--- src/rtl/food_placer_if.sv ---
// Controller/RAM/renderer bundle around the food placer.
// The placer connects through "slave"; the environment connects through "master".
interface food_placer_if #(
    parameter int ADDR_W = 13
);
    logic              req;
    logic [31:0]       ran_h;
    logic [31:0]       ran_v;
    logic              occ_rd_en;
    logic [ADDR_W-1:0] occ_addr;
    logic              occ_data;
    logic [6:0]        food_x;
    logic [5:0]        food_y;
    logic              food_valid;
    logic              busy;
    logic              done;
    logic              fail;

    modport slave (
        input  req, ran_h, ran_v, occ_data,
        output occ_rd_en, occ_addr, food_x, food_y, food_valid, busy, done, fail
    );

    modport master (
        output req, ran_h, ran_v, occ_data,
        input  occ_rd_en, occ_addr, food_x, food_y, food_valid, busy, done, fail
    );
endinterface

--- src/rtl/food_placer.sv ---
// Turns the free-running random column/row into a free food cell, probing the
// occupancy RAM forward in row-major order with wrap until a free cell appears.
module food_placer #(
    parameter int H_CELLS    = 80,
    parameter int V_CELLS    = 60,
    parameter int ADDR_W     = 13,
    parameter int MAX_PROBES = 4800
) (
    input logic mclk,
    input logic rst,
    food_placer_if.slave bus
);
    localparam int CNT_W = $clog2(MAX_PROBES);

    typedef enum logic [1:0] {IDLE, READ, CHECK} state_t;

    state_t             state, state_n;
    logic [6:0]         cx, cx_n;
    logic [5:0]         cy, cy_n;
    logic [CNT_W-1:0]   cnt, cnt_n;
    logic [6:0]         fx, fx_n;
    logic [5:0]         fy, fy_n;
    logic               fv, fv_n;
    logic               busy_r, busy_n;
    logic               done_r, done_n;
    logic               fail_r, fail_n;
    logic [ADDR_W-1:0]  lin;

    assign lin = ADDR_W'(cy) * ADDR_W'(H_CELLS) + ADDR_W'(cx);

    assign bus.occ_rd_en  = (state == READ);
    assign bus.occ_addr   = (state == READ) ? lin : '0;
    assign bus.food_x     = fx;
    assign bus.food_y     = fy;
    assign bus.food_valid = fv;
    assign bus.busy       = busy_r;
    assign bus.done       = done_r;
    assign bus.fail       = fail_r;

    always_ff @(posedge mclk or posedge rst) begin
        if (rst) begin
            state  <= IDLE;
            cx     <= '0;
            cy     <= '0;
            cnt    <= '0;
            fx     <= '0;
            fy     <= '0;
            fv     <= 1'b0;
            busy_r <= 1'b0;
            done_r <= 1'b0;
            fail_r <= 1'b0;
        end else begin
            state  <= state_n;
            cx     <= cx_n;
            cy     <= cy_n;
            cnt    <= cnt_n;
            fx     <= fx_n;
            fy     <= fy_n;
            fv     <= fv_n;
            busy_r <= busy_n;
            done_r <= done_n;
            fail_r <= fail_n;
        end
    end

    always_comb begin
        state_n = state;
        cx_n    = cx;
        cy_n    = cy;
        cnt_n   = cnt;
        fx_n    = fx;
        fy_n    = fy;
        fv_n    = fv;
        busy_n  = busy_r;
        done_n  = 1'b0;
        fail_n  = 1'b0;
        case (state)
            IDLE: begin
                if (bus.req) begin
                    // Out-of-range random values fold to 0 rather than being clipped.
                    cx_n    = (bus.ran_h < 32'(H_CELLS)) ? bus.ran_h[6:0] : '0;
                    cy_n    = (bus.ran_v < 32'(V_CELLS)) ? bus.ran_v[5:0] : '0;
                    cnt_n   = '0;
                    fv_n    = 1'b0;
                    busy_n  = 1'b1;
                    state_n = READ;
                end
            end
            READ: state_n = CHECK;
            CHECK: begin
                if (!bus.occ_data) begin
                    fx_n    = cx;
                    fy_n    = cy;
                    fv_n    = 1'b1;
                    done_n  = 1'b1;
                    busy_n  = 1'b0;
                    state_n = IDLE;
                end else if (cnt == CNT_W'(MAX_PROBES - 1)) begin
                    fail_n  = 1'b1;
                    busy_n  = 1'b0;
                    state_n = IDLE;
                end else begin
                    cnt_n   = cnt + CNT_W'(1);
                    state_n = READ;
                    if (cx == 7'(H_CELLS - 1)) begin
                        cx_n = '0;
                        cy_n = (cy == 6'(V_CELLS - 1)) ? '0 : cy + 6'd1;
                    end else begin
                        cx_n = cx + 7'd1;
                    end
                end
            end
            default: state_n = IDLE;
        endcase
    end
endmodule

--- src/flat_wrapper.sv ---
// flat-port wrapper written by rule: the top's interface ports become plain ports
module food_placer_flat 
#(
    parameter int H_CELLS    = 80,
    parameter int V_CELLS    = 60,
    parameter int ADDR_W     = 13,
    parameter int MAX_PROBES = 4800
)
  (mclk, rst, bus_req, bus_ran_h, bus_ran_v, bus_occ_data, bus_occ_rd_en, bus_occ_addr, bus_food_x, bus_food_y, bus_food_valid, bus_busy, bus_done, bus_fail);
  food_placer_if #(.ADDR_W(ADDR_W)) bus_i ();
  input logic mclk;
  input logic rst;
  input wire logic [$bits(bus_i.req)-1:0] bus_req;
  input wire logic [$bits(bus_i.ran_h)-1:0] bus_ran_h;
  input wire logic [$bits(bus_i.ran_v)-1:0] bus_ran_v;
  input wire logic [$bits(bus_i.occ_data)-1:0] bus_occ_data;
  output wire logic [$bits(bus_i.occ_rd_en)-1:0] bus_occ_rd_en;
  output wire logic [$bits(bus_i.occ_addr)-1:0] bus_occ_addr;
  output wire logic [$bits(bus_i.food_x)-1:0] bus_food_x;
  output wire logic [$bits(bus_i.food_y)-1:0] bus_food_y;
  output wire logic [$bits(bus_i.food_valid)-1:0] bus_food_valid;
  output wire logic [$bits(bus_i.busy)-1:0] bus_busy;
  output wire logic [$bits(bus_i.done)-1:0] bus_done;
  output wire logic [$bits(bus_i.fail)-1:0] bus_fail;
  assign bus_i.req = bus_req;
  assign bus_i.ran_h = bus_ran_h;
  assign bus_i.ran_v = bus_ran_v;
  assign bus_i.occ_data = bus_occ_data;
  assign bus_occ_rd_en = bus_i.occ_rd_en;
  assign bus_occ_addr = bus_i.occ_addr;
  assign bus_food_x = bus_i.food_x;
  assign bus_food_y = bus_i.food_y;
  assign bus_food_valid = bus_i.food_valid;
  assign bus_busy = bus_i.busy;
  assign bus_done = bus_i.done;
  assign bus_fail = bus_i.fail;
  food_placer #(.H_CELLS(H_CELLS), .V_CELLS(V_CELLS), .ADDR_W(ADDR_W), .MAX_PROBES(MAX_PROBES)) u_core (.mclk(mclk), .rst(rst), .bus(bus_i));
endmodule
--- config.mk ---
export PLATFORM = sky130hd
export DESIGN_NAME = food_placer_flat
export DESIGN_NICKNAME = d
export VERILOG_FILES = /design/src/rtl/food_placer_if.sv /design/src/rtl/food_placer.sv /design/src/flat_wrapper.sv
export SDC_FILE = /design/constraint.sdc
export NUM_CORES = 1
export LEC_CHECK = 0
export ABC_CLOCK_PERIOD_IN_PS = 4510
export BUFFER_PORTS_ARGS = -buffer_cell sky130_fd_sc_hd__buf_4
export CAP_MARGIN = 20
export CORE_ASPECT_RATIO = 0.8
export CORE_MARGIN = 1.5
export CORE_UTILIZATION = 56
export CTS_BUF_LIST = sky130_fd_sc_hd__clkbuf_8
export DETAILED_ROUTE_END_ITERATION = 7
export GPL_TIMING_DRIVEN = 0
export PLACE_DENSITY = 0.93
export SLEW_MARGIN = 30
export SYNTH_ARGS = -nofsm -noshare
export SYNTH_HDL_FRONTEND = slang
export SYNTH_SLANG_ARGS = --single-unit
--- constraint.sdc ---
create_clock -name mclk -period 4.51 [get_ports mclk]
set_clock_uncertainty 0.2 [all_clocks]
set_input_delay 0.902 -clock mclk [delete_from_list [all_inputs] [get_ports mclk]]
set_output_delay 0.902 -clock mclk [all_outputs]
set_load 0.03 [all_outputs]
==> results.cfg, run 1 <==
[placement]
dp_hpwl_mm = 5.89
port-buffer-count = 98
dpl_cell_area_um2 = 3630
routabilityCongestion = 0.926

[cts]
tritoncts_num_sinks = 45
post-cts-setup-buffers = 0
clk_slew_on_worst_s_h_paths_ns = 0.08
cts_buffers = 5
worstSkewPairLatency_ns = 0.31
clockRootBuffer = clkbuf_8
cts_htree_levels = 2
ctsHoldBuffers = 0
clockBufferDepth = 2
clock_tree_from_tritoncts = done
count_of_cells_resized_by_post_cts_repair = 0

[logic_synthesis]
synthesis.area_um2 = 2790
yosys_register_bits = 45
synth_largest_area_cell = dfrtp_1
yosys-top-cells-area = dfrtp_1 (40%), ha_1 (6.3%), nor2_1 (5.2%), nor4_1 (4.3%), xnor2_1 (3.8%)
ys_dominant_reg_cell = dfrtp_1
post_syn_instances = 304
ys_seq_area_frac = 0.404
synth.avg_cell_area_um2 = 9.17
synthesis.yosys.warnings = 0
synth-async-reset-ratio = 1.00
syn-num-nets = 388
synth_edf_count = 0
synth_largest_type_area_fraction = 0.404
yosys.cell_types.count = 47

[route]
detail_route.drc_violations = 0
drt-total-wl_mm = 7.69
drt_pass1_iterations = 5
vias_after_detailed_routing = 2837
post_drt_wl_per_cell_um = 16.3
routed_via_density = 6.02
dr.first_iter.drc_count = 267
drtAntennaViolNets = 0

[timing]
fin_crit_ns = 3.98
slew-limit-headroom = 0.547
maxSlewViolCount = 0
setup-violations-final = 0
grt_setup_unrepaired = false
post-route-period-util = 0.883
hold_violations = 0
worst-slew-pin-transition_ns = 0.674
fmax_ghz = 0.251
final.setup.tns_ns = 0

[floorplanning]
die_height_um = 66.1
die-width_um = 81.9
core.rowCount = 22
floorplan.initialDensity = 0.596
fp.coreArea_um2 = 4680
design.die.area_um2 = 5420
design.portCount = 99

[layout]
area_of_all_placed_cells_without_fillers_um2 = 3730
antennaDiodeCount = 0
layout.cells.most_common_list = buf_4 (99), dfrtp_1 (45), nor2_1 (39)
layout-drive-gt1-share = 0.299
layout.cells.most_common = buf_4
area_growth_pct = 33.9
num-nets-final = 494

[setup_path]
crit_arrival_ns = 2.88
end_kind = output port
critical_path.slowest_cell = dfrtp_1
critical_path_class = flip-flop to output port
cp-start-kind = flip-flop
cp_slowest_stage_delay_ns = 0.54
required_ns = 3.41
crit_path_cell_trace = ha_1, ha_1, fa_1, a21o_1, a21oi_1, xor2_1, a211o_1, a21oi_1, buf_4
crit_fanout = 9
r2r_setup_slack_ns = 2.13

[min_path]
hold_path_class = flip-flop to flip-flop

[power_and_ir_drop]
p_leak_uw = 0.00179
worst_ir_drop_vdd_mv = 0.256
power_density_nw_per_um2 = 380

[grt]
grt.total_usage = 0.309
busiest_layer = met2
grt_start_max_net_pins = 28
met3_capacity_usage_during_global_routing = 0.0524
first_pass_grt_wire_length_mm = 12.5
overflow = 0
grt_pass1_vias = 2779
grt_antenna_before_repair = 0
gr-usage-met2 = 0.531
grt.met1_usage = 0.393

[job]
drv.max_cap_violation_count = 0

[status]
run_status = complete, no violations
-- power breakdown --
| part | switching [µW] | internal (µW) | total (µW) |
|---|---|---|---|
| clock network | 139 | 139 | 278 |
| registers | 79.1 | 469 | 548 |
| logic | 353 | 240 | 593 |
| total | 571 | 848 | 1420 |
-- critical path, delay by kind of cell, from the launching register on --
kind / cells / cell delay [ns]
fa+ha+maj: 3 / 0.95
flops: 1 / 0.54
xor+xnor: 1 / 0.12
buf+inv: 1 / 0.18
compound gates: 4 / 0.78
-- metrics by stage --
stage | util | worst slack [ns] | total power, µW | hold WS (ns) | std cells
final | 0.798 | 0.528 | 1420 | 0.292 | 471
after global routing | 0.798 | 0.460 | 1500 | 0.322 | 471
after CTS | 0.797 | 0.566 | 1410 | 0.295 | 471
after detailed placement | 0.775 | 0.903 | 1140 | 0.276 | 463
after global placement | 0.769 | 0.970 | 1110 | 0.268 | 462
after floorplan | - | 0.873 | 910 | 0.263 | 304
-- path summary, 6_finish.rpt --
| check | start | to | depth (start not counted) |
|---|---|---|---|
| max in group asynchronous | rst | u_core.bus.food_y[2]$_DFFE_PP0P_ | 3 |
| worst min-delay path | u_core.bus.food_y[1]$_DFFE_PP0P_ | u_core.bus.food_y[1]$_DFFE_PP0P_ | 1 |
| worst max register to register | u_core.cx[0]$_DFFE_PP0P_ | u_core.cy[5]$_DFFE_PP0P_ | 6 |
| worst max-delay path | u_core.cy[3]$_DFFE_PP0P_ | bus_occ_addr[12] | 9 |
| worst min register to register | u_core.bus.food_y[1]$_DFFE_PP0P_ | u_core.bus.food_y[1]$_DFFE_PP0P_ | 1 |
| min in group asynchronous | rst | u_core.bus.food_valid$_DFFE_PP0P_ | 2 |
-- kinds of logic (layout without fill, tap and decap cells) --
| kind of cell | after synthesis | in the layout | synth area share |
|---|---|---|---|
| mux | 14 | 14 | 0.0565 |
| fa+ha+maj | 16 | 16 | 0.0772 |
| simple gates | 137 | 137 | 0.254 |
| xor+xnor | 17 | 17 | 0.0534 |
| buf+inv | 20 | 127 | 0.0323 |
| compound gates | 55 | 55 | 0.123 |
| flops | 45 | 45 | 0.404 |
-- state kept, by name, summed over array words and instances (netlist names) --
signal / cells
u_core.cnt: 13
u_core.bus.food_x: 7
u_core.cx: 7
u_core.bus.food_y: 6
u_core.cy: 6
u_core.state: 2
u_core.bus.busy: 1
u_core.bus.done: 1
u_core.bus.fail: 1
u_core.bus.food_valid: 1
-- final cells by class --
type / instances / area [µm²]
Multi-Input combinational cell: 239 / 1580
Sequential cell: 45 / 1130
Fill cell: 310 / 946
Timing Repair Buffer: 99 / 763
Clock buffer: 7 / 96.3
Tap cell: 60 / 75.1
Buffer: 10 / 52.6
Inverter: 10 / 37.5
Clock inverter: 1 / 5.00
-- metal layers --
| metal | routed length (µm) | up-vias |
|---|---|---|
| li1 | - | 1315 |
| met1 | 3130 | 1340 |
| met2 | 3780 | 164 |
| met3 | 630 | 18 |
| met4 | 140 | 0 |
| met5 | 0 | - |
-- cell usage after synthesis (6+ instances only) --
library cell,instances
dfrtp_1,45
nor2_1,39
nand2_1,22
nor4_1,19
a21oi_1,16
ha_1,14
nand3_1,12
xnor2_1,12
inv_1,9
mux2_1,9
nor3_1,9
o21ai_1,8
and2_1,6
nand4_1,6
o21ai_0,6
(Power assumes the default switching activity.)
==> inputs of run 2 (changes only) <==
--- a/config.mk
+++ b/config.mk
@@ -10,11 +10,11 @@
 export CAP_MARGIN = 20
 export CORE_ASPECT_RATIO = 0.8
 export CORE_MARGIN = 1.5
-export CORE_UTILIZATION = 56
+export CORE_UTILIZATION = 40
 export CTS_BUF_LIST = sky130_fd_sc_hd__clkbuf_8
 export DETAILED_ROUTE_END_ITERATION = 7
 export GPL_TIMING_DRIVEN = 0
-export PLACE_DENSITY = 0.93
+export PLACE_DENSITY = 0.71
 export SLEW_MARGIN = 30
 export SYNTH_ARGS = -nofsm -noshare
 export SYNTH_HDL_FRONTEND = slang
==> results.cfg, run 2 (synthesis gave the netlist of run 1 again) <==
[timing]
hold_violations = 0
final.setup.tns_ns = 0
fmax_ghz = 0.254
slew-limit-headroom = 0.480
fin_crit_ns = 3.94
worst-slew-pin-transition_ns = 0.774
grt_setup_unrepaired = false
post-route-period-util = 0.873
setup-violations-final = 0
maxSlewViolCount = 0
worst_slack_ns = 0.574

[layout]
area_growth_pct = 36.0
area_of_all_placed_cells_without_fillers_um2 = 3790
layout.cells.most_common = buf_4
post_layout_utilization_of_the_core = 0.556
num-fill-cells = 612
antennaDiodeCount = 0
layout-drive-gt1-share = 0.299
largest_reg_flops = 13
register_name_with_the_most_flops = u_core.cnt
num-nets-final = 494
layout.cells.most_common_list = buf_4 (99), dfrtp_1 (45), nor2_1 (39)

[grt]
grt_antenna_before_repair = 0
grt_start_max_net_pins = 31
grt.total_usage = 0.205
grt_pass1_vias = 2561
overflow = 0
first_pass_grt_wire_length_mm = 11.9

[job]
drv.max_cap_violation_count = 0

[cts]
worstSkewPairLatency_ns = 0.29
post-cts-setup-buffers = 0
clockRootBuffer = clkbuf_8
clockBufferDepth = 2
ctsHoldBuffers = 0
clock_tree_from_tritoncts = done
tritoncts_num_sinks = 45
count_of_cells_resized_by_post_cts_repair = 0
cts_htree_levels = 2
cts_buffers = 5
clk_slew_on_worst_s_h_paths_ns = 0.08

[floorplanning]
floorplan.initialDensity = 0.409
design.die.area_um2 = 7490
fp.coreArea_um2 = 6820
die-width_um = 96.4
design.portCount = 99
core.rowCount = 27
die_height_um = 77.7

[placement]
place_ws_ns = 0.907
routabilityCongestion = 0.869
dp_hpwl_mm = 5.59
port-buffer-count = 98
dpl_cell_area_um2 = 3650

[route]
dr.first_iter.drc_count = 96
drt-total-wl_mm = 7.22
detail_route.drc_violations = 0
vias_after_detailed_routing = 2680
drt_pass1_iterations = 5
drtAntennaViolNets = 0
post_drt_wl_per_cell_um = 14.5
routed_via_density = 5.38

[power_and_ir_drop]
worst_ir_drop_vdd_mv = 0.162
total_power_uw = 1480
p_leak_uw = 0.00180
power_density_nw_per_um2 = 391

[status]
run_status = complete, no violations

[min_path]
hold_path_class = flip-flop to flip-flop

[setup_path]
crit_arrival_ns = 2.83
critical_path_class = flip-flop to output port
end_kind = output port
required_ns = 3.41
crit_fanout = 9
cp-start-kind = flip-flop
run 2: final cells by class:
class,instances,area [µm²],share of cell area
Sequential cell,45,1130,0.297
Inverter,10,37.5,0.00990
Timing Repair Buffer,99,756,0.199
Tap cell,87,109,0.0287
Clock inverter,3,65.1,0.0172
Buffer,10,52.6,0.0139
Multi-Input combinational cell,239,1580,0.416
Clock buffer,5,68.8,0.0181
run 2: path summary, 6_finish.rpt:
check	cells past startpoint	slack, ns	to	startpoint
worst max-delay path	9	0.57	bus_occ_addr[12]	u_core.cy[3]$_DFFE_PP0P_
worst min-delay path	1	0.29	u_core.bus.food_x[4]$_DFFE_PP0P_	u_core.bus.food_x[4]$_DFFE_PP0P_
worst max register to register	6	2.17	u_core.cy[3]$_DFFE_PP0P_	u_core.cx[0]$_DFFE_PP0P_
worst min register to register	1	0.29	u_core.bus.food_x[4]$_DFFE_PP0P_	u_core.bus.food_x[4]$_DFFE_PP0P_
max in group asynchronous	3	3.26	u_core.cnt[5]$_DFFE_PP0P_	rst
min in group asynchronous	2	0.37	u_core.cnt[10]$_DFFE_PP0P_	rst
run 2: where the power goes:
| part | internal [µW] | total, µW | switching, µW |
|---|---|---|---|
| Combinational | 239 | 579 | 341 |
| Clock | 220 | 357 | 137 |
| Sequential | 469 | 546 | 77.1 |
run 2: critical path, stage by stage, from the launching register on:
cell and delay, ns:
dfrtp_1 0.53, ha_1 0.31, ha_1 0.24, fa_1 0.40
a21o_1 0.19, a21oi_1 0.16, xor2_1 0.13, a211o_1 0.28
a21oi_1 0.12, buf_4 0.18
run 2: per-layer routing:
metal / track usage / vias up / share of wire / wire (µm)
li1: - / 1310 / - / -
met1: 0.288 / 1239 / 0.46 / 3290
met2: 0.314 / 123 / 0.45 / 3250
met3: 0.0412 / 8 / 0.081 / 582
met4: 0.0638 / 0 / 0.012 / 90
met5: 0 / - / 0 / 0
run 2: stage by stage:
stage                     hold slack [ns]  instances
after floorplan                     0.263        304
after global placement              0.268        489
after detailed placement            0.278        490
after CTS                           0.297        498
after global routing                0.320        498
final                               0.290        498
